### config.mk
export PLATFORM = sky130hd
export DESIGN_NAME = exe_track_pipe
export DESIGN_NICKNAME = d
export VERILOG_FILES = /design/src/rtl/exe_pkg.sv /design/src/rtl/exe_track_pipe_mul.sv /design/src/rtl/exe_track_pipe.sv
export SDC_FILE = /design/constraint.sdc
export NUM_CORES = 2
export LEC_CHECK = 0
export ABC_CLOCK_PERIOD_IN_PS = 15810
export CORE_MARGIN = 2
export CORE_UTILIZATION = 59
export DETAILED_ROUTE_END_ITERATION = 10
export PLACE_DENSITY = 0.95
export SYNTH_ARGS = -nofsm -noshare
export SYNTH_HDL_FRONTEND = slang
export SYNTH_SLANG_ARGS = --single-unit
### constraint.sdc
create_clock -name i_clk -period 15.81 [get_ports i_clk]
set_clock_uncertainty 0.15 [all_clocks]
set_input_delay 2.3715 -clock i_clk [delete_from_list [all_inputs] [get_ports i_clk]]
set_output_delay 2.3715 -clock i_clk [all_outputs]
set_load 0.1 [all_outputs]
### src/rtl/exe_pkg.sv
// Shared definitions for the EXE tracking pipeline: op encodings, slot record, helpers.
// Latency: n/a (types and constants only).
// Backpressure: n/a.
package exe_pkg;

   localparam int EXE_XLEN    = 32;
   localparam int EXE_RADDR_W = 5;
   localparam int N_EXE       = 3;

   localparam logic [1:0] OP_ALU = 2'b00;
   localparam logic [1:0] OP_MEM = 2'b01;
   localparam logic [1:0] OP_MUL = 2'b10;
   localparam logic [1:0] OP_CSR = 2'b11;

   // One in-flight instruction. In slot1 'data' carries the store data,
   // in slot2/slot3 it carries the result produced so far.
   typedef struct packed {
      logic                   valid;
      logic [EXE_RADDR_W-1:0] rd;
      logic                   reg_write;
      logic [1:0]             op_type;
      logic                   ltype;
      logic [EXE_XLEN-1:0]    data;
   } exe_slot_t;

   function automatic logic is_load(input exe_slot_t s);
      return s.valid && (s.op_type == OP_MEM) && s.ltype;
   endfunction

endpackage

### src/rtl/exe_track_pipe_mul.sv
// Two-stage unsigned multiplier (low XLEN bits of product), stages advance together on i_en.
// Latency: stage A registered here; stage B sum is combinational and captured by the slot3 register.
// Backpressure: i_en low freezes stage A so the partials stay aligned with the held slots.
// Ports: i_clk/i_rst clock and sync reset, i_en shared advance, i_a/i_b operands, o_res wrapped product.
module mul_pipe2 #(
   parameter int XLEN = 32
) (
   input  logic            i_clk,
   input  logic            i_rst,
   input  logic            i_en,
   input  logic [XLEN-1:0] i_a,
   input  logic [XLEN-1:0] i_b,
   output logic [XLEN-1:0] o_res
);

   localparam int HALF = XLEN / 2;

   // Only the bits that survive the final XLEN-wide wrap are kept:
   // a*b_lo truncated to XLEN, and a*b_hi truncated to HALF (it is shifted up by HALF).
   logic [XLEN-1:0] r_p_lo;
   logic [HALF-1:0] r_p_hi;
   logic [XLEN-1:0] w_b_lo;

   assign w_b_lo = {{HALF{1'b0}}, i_b[HALF-1:0]};

   always_ff @(posedge i_clk) begin
      if (i_rst) begin
         r_p_lo <= '0;
         r_p_hi <= '0;
      end else if (i_en) begin
         r_p_lo <= i_a * w_b_lo;
         r_p_hi <= i_a[HALF-1:0] * i_b[XLEN-1:HALF];
      end
   end

   assign o_res = {r_p_hi, {HALF{1'b0}}} + r_p_lo;

endmodule

### src/rtl/exe_track_pipe.sv
// EXE1..EXE3 instruction tracker: slot metadata/data to WB, hazard buses, forwarding data, dmem handshake, MUL.
// Latency: ID->WB 3 cycles plus any hold cycles; one instruction per cycle.
// Backpressure: o_pipe_hold (slot2 load waiting on i_dmem_rvalid) freezes all slots, the multiplier and the front end.
// Ports: i_id_* ID/EXE fields, o_e1_op_* slot1 operands to ALU, i_alu_res_e1 ALU result, o_dmem_*/i_dmem_* data memory,
//        o_*_exe packed {slot3,slot2,slot1} hazard buses, o_fwd_data_exe forwarding data, o_wb_* register write.
// Optional: EXE_PERF_CNT_EN adds o_perf_hold_cnt and o_perf_bubble_cnt.
module exe_track_pipe
   import exe_pkg::*;
#(
   parameter int XLEN    = EXE_XLEN,
   parameter int RADDR_W = EXE_RADDR_W
) (
   input  logic                 i_clk,
   input  logic                 i_rst,
   input  logic                 i_id_valid,
   input  logic                 i_reg_de_flush,
   input  logic [RADDR_W-1:0]   i_id_rd,
   input  logic                 i_id_reg_write,
   input  logic [1:0]           i_id_op_type,
   input  logic                 i_id_ltype,
   input  logic [XLEN-1:0]      i_id_op_a,
   input  logic [XLEN-1:0]      i_id_op_b,
   input  logic [XLEN-1:0]      i_id_st_data,
   output logic [XLEN-1:0]      o_e1_op_a,
   output logic [XLEN-1:0]      o_e1_op_b,
   input  logic [XLEN-1:0]      i_alu_res_e1,
   output logic                 o_dmem_req,
   output logic                 o_dmem_we,
   output logic [XLEN-1:0]      o_dmem_addr,
   output logic [XLEN-1:0]      o_dmem_wdata,
   input  logic                 i_dmem_rvalid,
   input  logic [XLEN-1:0]      i_dmem_rdata,
   output logic [3*RADDR_W-1:0] o_rd_addr_exe,
   output logic [2:0]           o_reg_write_exe,
   output logic [5:0]           o_op_type_exe,
   output logic [2:0]           o_ltype_exe,
   output logic [3*XLEN-1:0]    o_fwd_data_exe,
   output logic                 o_pipe_hold,
`ifdef EXE_PERF_CNT_EN
   output logic [31:0]          o_perf_hold_cnt,
   output logic [31:0]          o_perf_bubble_cnt,
`endif
   output logic                 o_wb_valid,
   output logic [RADDR_W-1:0]   o_wb_rd,
   output logic [XLEN-1:0]      o_wb_data
);

   exe_slot_t       r_s1, r_s2, r_s3;
   exe_slot_t       w_s1_nxt, w_s2_nxt, w_s3_nxt;
   logic [XLEN-1:0] r_e1_op_a, r_e1_op_b;
   logic [XLEN-1:0] w_s2_fwd, w_mul_res;
   logic            w_s2_load, w_pipe_hold, w_advance, w_id_take;

   assign w_s2_load   = is_load(r_s2);
   assign w_pipe_hold = w_s2_load & ~i_dmem_rvalid;
   assign w_advance   = ~w_pipe_hold;
   assign w_id_take   = i_id_valid & ~i_reg_de_flush;

   // A load's result exists only as the live dmem response while it sits in slot2.
   assign w_s2_fwd = w_s2_load ? i_dmem_rdata : r_s2.data;

   always_comb begin
      w_s1_nxt = '0;
      if (w_id_take) begin
         w_s1_nxt.valid     = 1'b1;
         w_s1_nxt.rd        = i_id_rd;
         w_s1_nxt.reg_write = i_id_reg_write;
         w_s1_nxt.op_type   = i_id_op_type;
         w_s1_nxt.ltype     = i_id_ltype;
         w_s1_nxt.data      = i_id_st_data;
      end

      w_s2_nxt      = r_s1;
      w_s2_nxt.data = i_alu_res_e1;

      w_s3_nxt      = r_s2;
      w_s3_nxt.data = (r_s2.op_type == OP_MUL) ? w_mul_res : w_s2_fwd;
   end

   always_ff @(posedge i_clk) begin
      if (i_rst) begin
         r_s1      <= '0;
         r_s2      <= '0;
         r_s3      <= '0;
         r_e1_op_a <= '0;
         r_e1_op_b <= '0;
      end else if (w_advance) begin
         r_s1      <= w_s1_nxt;
         r_s2      <= w_s2_nxt;
         r_s3      <= w_s3_nxt;
         r_e1_op_a <= w_id_take ? i_id_op_a : '0;
         r_e1_op_b <= w_id_take ? i_id_op_b : '0;
      end
   end

   // Stage A samples slot1 operands on the slot1->slot2 advance; its sum is
   // captured into slot3 on the following advance.
   mul_pipe2 #(.XLEN(XLEN)) u_mul (
      .i_clk (i_clk),
      .i_rst (i_rst),
      .i_en  (w_advance),
      .i_a   (r_e1_op_a),
      .i_b   (r_e1_op_b),
      .o_res (w_mul_res)
   );

   assign o_e1_op_a    = r_e1_op_a;
   assign o_e1_op_b    = r_e1_op_b;
   assign o_dmem_req   = r_s1.valid & (r_s1.op_type == OP_MEM);
   assign o_dmem_we    = o_dmem_req & ~r_s1.ltype;
   assign o_dmem_addr  = i_alu_res_e1;
   assign o_dmem_wdata = r_s1.data;

   assign o_rd_addr_exe   = {r_s3.rd, r_s2.rd, r_s1.rd};
   assign o_reg_write_exe = {r_s3.valid & r_s3.reg_write,
                             r_s2.valid & r_s2.reg_write,
                             r_s1.valid & r_s1.reg_write};
   assign o_op_type_exe   = {r_s3.op_type, r_s2.op_type, r_s1.op_type};
   assign o_ltype_exe     = {r_s3.ltype, r_s2.ltype, r_s1.ltype};
   assign o_fwd_data_exe  = {r_s3.data, w_s2_fwd, i_alu_res_e1};
   assign o_pipe_hold     = w_pipe_hold;

   assign o_wb_valid = r_s3.valid & r_s3.reg_write;
   assign o_wb_rd    = r_s3.rd;
   assign o_wb_data  = r_s3.data;

`ifdef EXE_PERF_CNT_EN
   logic [31:0] r_perf_hold_cnt, r_perf_bubble_cnt;

   always_ff @(posedge i_clk) begin
      if (i_rst) begin
         r_perf_hold_cnt   <= '0;
         r_perf_bubble_cnt <= '0;
      end else begin
         if (w_pipe_hold) r_perf_hold_cnt <= r_perf_hold_cnt + 32'd1;
         if (w_advance && !w_id_take) r_perf_bubble_cnt <= r_perf_bubble_cnt + 32'd1;
      end
   end

   assign o_perf_hold_cnt   = r_perf_hold_cnt;
   assign o_perf_bubble_cnt = r_perf_bubble_cnt;
`endif

endmodule

### Word level (Yosys, flattened, before mapping)

Cells that the tools add are included.

* output and inout port bits: 292
* input port bits: 174
* logic and storage cells: 45
* bits in registers: 238
* bits in read-only memories: 0
* memories kept: 0
* bits in writable memories: 0
* bits in latches: 0

* multipliers: 2
* shift operators: 0
* eq/ne operators: 3
* divide/modulo/power cells: 0
* reduce and logical (&&, ||, !) cells: 2
* $lt $le $gt $ge: 0
* bitwise operators: 10
* mux-type cells: 5
* $add $sub $neg: 1

Operators by type and width (count)
* $mux W32: 4
* $mux W42: 1
* $add A32 B32 Y32: 1
* $mul A32 B16 Y32: 1
* $mul A16 B16 Y16: 1
* $and A1 B1 Y1: 7
* $eq A2 B1 Y1 const B: 2
* $not A1 Y1: 3
* $eq A2 B2 Y1 const B: 1
* $logic_and A1 B1 Y1: 2

### Depth between registers and ports, before layout

* word-level depth: 5
* mapped depth: 24
* gate-level depth less buffers: 21

### Modules after synthesis

A second synthesis with hierarchy kept.

* cells, all modules: 3172
* area, all modules: 28075.7 um^2

By module, submodules not included
* mul_pipe2: cells each 2128, area an instance 18057.3 um^2, instances 1, seq. area each 960.9 um^2
* exe_track_pipe: cells each 1044, area an instance 10018.4 um^2, instances 1, seq. area each 3803.6 um^2

### Least setup slack after synthesis

Ideal clock, no wire load.

* path kind: register -> register
* start: reg r_e1_op_b[3], in the netlist o_e1_op_b[3]
* end: reg u_mul.r_p_lo[29]
* arrival: 6638 ps
* path buffers: 2
* setup slack: 8951 ps
* period minus slack after synthesis: 6859 ps
* required time: 15589 ps
* cell stages (with the launch flop): 24
* library setup time: 71 ps
* path through: dfxtp_1 clkbuf_1 clkbuf_1 nand2_1 fa_1 inv_1 fa_1 inv_1 fa_1 inv_1 fa_1 fa_1 inv_1 fa_1 inv_1 ha_1 and3_1 a31oi_1 nor2b_1 o31a_1 or3_4 a21oi_2 mux2i_1 o2bb2ai_1

* cells in the longest elaborated chain, start to end: 1

Ends and longest elaborated chain
* start, declared: RTL line exe_track_pipe.sv:50 `logic [XLEN-1:0] r_e1_op_a, r_e1_op_b;`
* start signal, assigned: RTL line exe_track_pipe.sv:92 `r_e1_op_b <= w_id_take ? i_id_op_b : '0;`
* $mul A32 B16 Y32: RTL line exe_track_pipe_mul.sv:31 `r_p_lo <= i_a * w_b_lo;`
* end signal, assigned: RTL line exe_track_pipe_mul.sv:31
* end, declared: RTL line exe_track_pipe_mul.sv:20 `logic [XLEN-1:0] r_p_lo;`

Every way passes these cells.
A chain may end at the register's enable or synchronous reset.

### Worst setup path in the final report

* start: in i_dmem_rvalid
* end: out o_pipe_hold

* cells in the longest elaborated chain, start to end: 2

Ends and longest elaborated chain
* start, declared: RTL line exe_track_pipe.sv:31 `input logic i_dmem_rvalid,`
* $not A1 Y1: RTL line exe_track_pipe.sv:55 `assign w_pipe_hold = w_s2_load & ~i_dmem_rvalid;`
* $and A1 B1 Y1: RTL line exe_track_pipe.sv:55
* end, declared: RTL line exe_track_pipe.sv:38 `output logic o_pipe_hold,`

Every way passes these cells.

==> results.toml <==
[timing]
setup_viol = 0
fin_crit_sh_pct = 47.7
period_minus_slack_ns = 7.54
rsz0062_at_grt = "false"
tightest_slew_ns = 1.15
slew_viol_final = 0
max-slew-margin-rel_pct = 23.5
hold_ws_ns = 0.301
fmax_mhz = 133
setup_ws_ns = 8.27
hold_viol = 0
tns_ns = 0

[route]
drt_iter0_markers = 2016
dr.pass1.iters = 7
num_vias = 22300
viasPerCell = 5.73
drt-total-wl_microns = 77700
drcViolationCount = 0
ant_nets = 0
wl_per_cell_microns = 20.0

[status]
status = "completed"

[synthesis]
synth_top_family_by_area = "adder cells"
synth_seq_cells = 238
synth-xor-area-share_pct = 3.20
yosys_warnings = 0
synth_nets = 3804
synth_async_sr_flop_share_pct = 0
synthMuxAreaShare_pct = 1.45
syn_area_per_cell_sq_um = 8.44
ys_types = 71
synth.cell_area_sq_um = 26300
synth_simple_gate_area_share_pct = 17.5
synth_cells = 3116
synth_compound_area_share_pct = 9.46
synth_edf_count = 0
synthFlopType = "dfxtp_1"
yosys.area_share.adder_pct = 35.4
ys_seq_area_share_pct = 18.1

[global_route]
grt_pass1_wl_microns = 123000
grt_overflow_total = 0
antenna_found_initial = 2
grt_usage_pct = 33.3
grt_max_degree = 109
grt_pass1_vias = 23600

[cells_and_area]
final_nets = 3962
final_core_utilization_pct = 69.6
syn_to_final_growth_pct = 16.8
stdcell_area_sq_um = 30700
drive_gt1_share_pct = 4.10

[run]
cap_violations = 0

[cts]
cts_setup_buffers = 0
postCtsHoldBufs = 0
cts_max_path_buffers = 3
cts_resized = 0
clk_pin_slew_ns = 0.05
htree_levels = 1
cts_root_buf = "clkbuf_16"
cts_buffers = 28
cts_tree = "done"
cts.sinks = 238
insertion_delay_ns = 0.57

[min_path]
worst_hold_path.num_cells = 2
hp-class = "reg -> reg"

[worst_setup_path]
critPathLaunchType = "primary input"
arrival_ns = 5.02
cp.required_ns = 13.29
critPathMaxFanout = 108
critPathKind = "in -> out"
cp-end-kind = "primary output"
reg2reg_setup_slack_ns = 8.85
rr_worst_depth = 19

[power_and_ir_drop]
p_leak_nw = 13.6
ir_drop_v = 0.0000756
pwr_density_cell_nw_per_um2 = 55.4

[place]
dpl_worst_slack_ns = 8.33
postPlaceCellArea_sq_um = 29800
gp_congestion = 0.942
dp_hpwl_microns = 58600
io_buffers = 465

[die]
start_util_pct = 59.6
num_rows = 77
die_width_microns = 215
die_y_microns = 215
io-pin-count = 466
core-area_sq_um = 44100
die-area_sq_um = 46300
[state kept, by name, indices dropped and copies added (netlist names)]
name	cells
o_dmem_wdata	32
o_e1_op_a	32
o_e1_op_b	32
o_ltype_exe	3
o_op_type_exe	6
o_rd_addr_exe	10
o_wb_data	32
o_wb_rd	5
r_s1	2
r_s2	34
r_s3	2
u_mul.r_p_hi	16
u_mul.r_p_lo	32
[metal layers]
metal,GRT usage (%),vias to the layer above,wire length (microns)
li1,-,9742,-
met1,39.1,10800,27500
met2,56.8,1344,37900
met3,7.40,386,7530
met4,18.5,0,4690
met5,0,-,0
[cells by family (layout without fill, tap and decap cells)]
family	count (synthesis)	after routing
AO/OA/AOI/OAI	371	371
flip-flops	238	238
buffers and inverters	841	1018
AND/OR/NAND/NOR	1022	1022
other	0	2
XOR/XNOR	96	96
adder cells (fa/ha/maj)	514	514
multiplexers	34	34
[placed cells by master, fill, tap and decap left out, types with 18 or more instances in the layout]
master             n
or3_1             18
mux2_2            32
inv_1            468
and2_1           211
nand2_1          516
xor2_1            21
nor2_1           195
nor3_1            22
fa_1             385
clkdlybuf4s50_1  464
ha_1             129
buf_4             35
a21o_1            18
a22oi_1          105
clkbuf_16         29
o21ai_0           19
dfxtp_1          238
a21oi_1          135
xnor2_1           75
[path summary, 6_finish.rpt]
check / from / to
worst max register to register: o_e1_op_a[12]$_SDFFE_PP0N_ / u_mul.r_p_lo[29]$_SDFFE_PP0N_
worst min register to register: r_s2[23]$_SDFFE_PP0N_ / r_s2[23]$_SDFFE_PP0N_
worst max-delay path: i_dmem_rvalid / o_pipe_hold
worst min-delay path: r_s2[23]$_SDFFE_PP0N_ / r_s2[23]$_SDFFE_PP0N_
[metrics by stage]
| step | power, mW | std cells |
|---|---|---|
| after floorplan | 0.971 | 3116 |
| after global placement | 1.08 | 3836 |
| after detailed placement | 1.09 | 3836 |
| after CTS | 1.71 | 3885 |
| after global routing | 1.75 | 3887 |
| final | 1.70 | 3887 |
[cell type report]
type | instances | area (sq um)
multi-input cells | 2037 | 17600
well taps | 592 | 741
repair buffers | 500 | 4920
flip-flops and latches | 238 | 4760
inverters | 469 | 1770
fillers | 3062 | 13400
diodes | 2 | 5.00
clock buffers | 38 | 810
clock inverters | 11 | 68.8
[critical path: stages]
cell	delay, ns
clkdlybuf4s50_1	0.49
or2_4	0.39
inv_8	0.43
clkdlybuf4s50_1	1.25
[Yosys cell counts (4+ instances only)]
| cell | number | area, sq um |
|---|---|---|
| o21ai_1 | 6 | 30.0 |
| xor2_1 | 21 | 184 |
| ha_1 | 129 | 1610 |
| nor2b_1 | 5 | 31.3 |
| xnor2_1 | 75 | 657 |
| a211oi_1 | 15 | 113 |
| inv_1 | 468 | 1760 |
| a21oi_1 | 135 | 676 |
| dfxtp_1 | 238 | 4760 |
| a2111oi_0 | 5 | 43.8 |
| o21a_1 | 8 | 60.1 |
| o211ai_1 | 9 | 67.6 |
| nand2_1 | 516 | 1940 |
| nor3_1 | 22 | 110 |
| o21ai_0 | 19 | 95.1 |
| o31ai_1 | 5 | 37.5 |
| a22oi_1 | 105 | 788 |
| o21bai_1 | 4 | 30.0 |
| nand4_1 | 8 | 50.1 |
| nand3_1 | 15 | 75.1 |
| fa_1 | 385 | 7710 |
| a22o_1 | 6 | 52.6 |
| a31oi_1 | 4 | 25.0 |
| or3_1 | 18 | 113 |
| buf_2 | 22 | 110 |
| and3_1 | 8 | 50.1 |
| nor2_1 | 195 | 732 |
| nor3b_1 | 5 | 37.5 |
| a21o_1 | 18 | 135 |
| clkbuf_1 | 157 | 589 |
| a311oi_1 | 6 | 52.6 |
| mux2_2 | 32 | 360 |
| and2_1 | 211 | 1320 |
| buf_4 | 190 | 1430 |
[where the power goes]
part           internal [mW]  switching, mW
registers              0.619         0.0277
clock network          0.357          0.266
logic                  0.124          0.309
total                   1.10          0.602
Note: power is estimated with default switching activity, not from simulation.
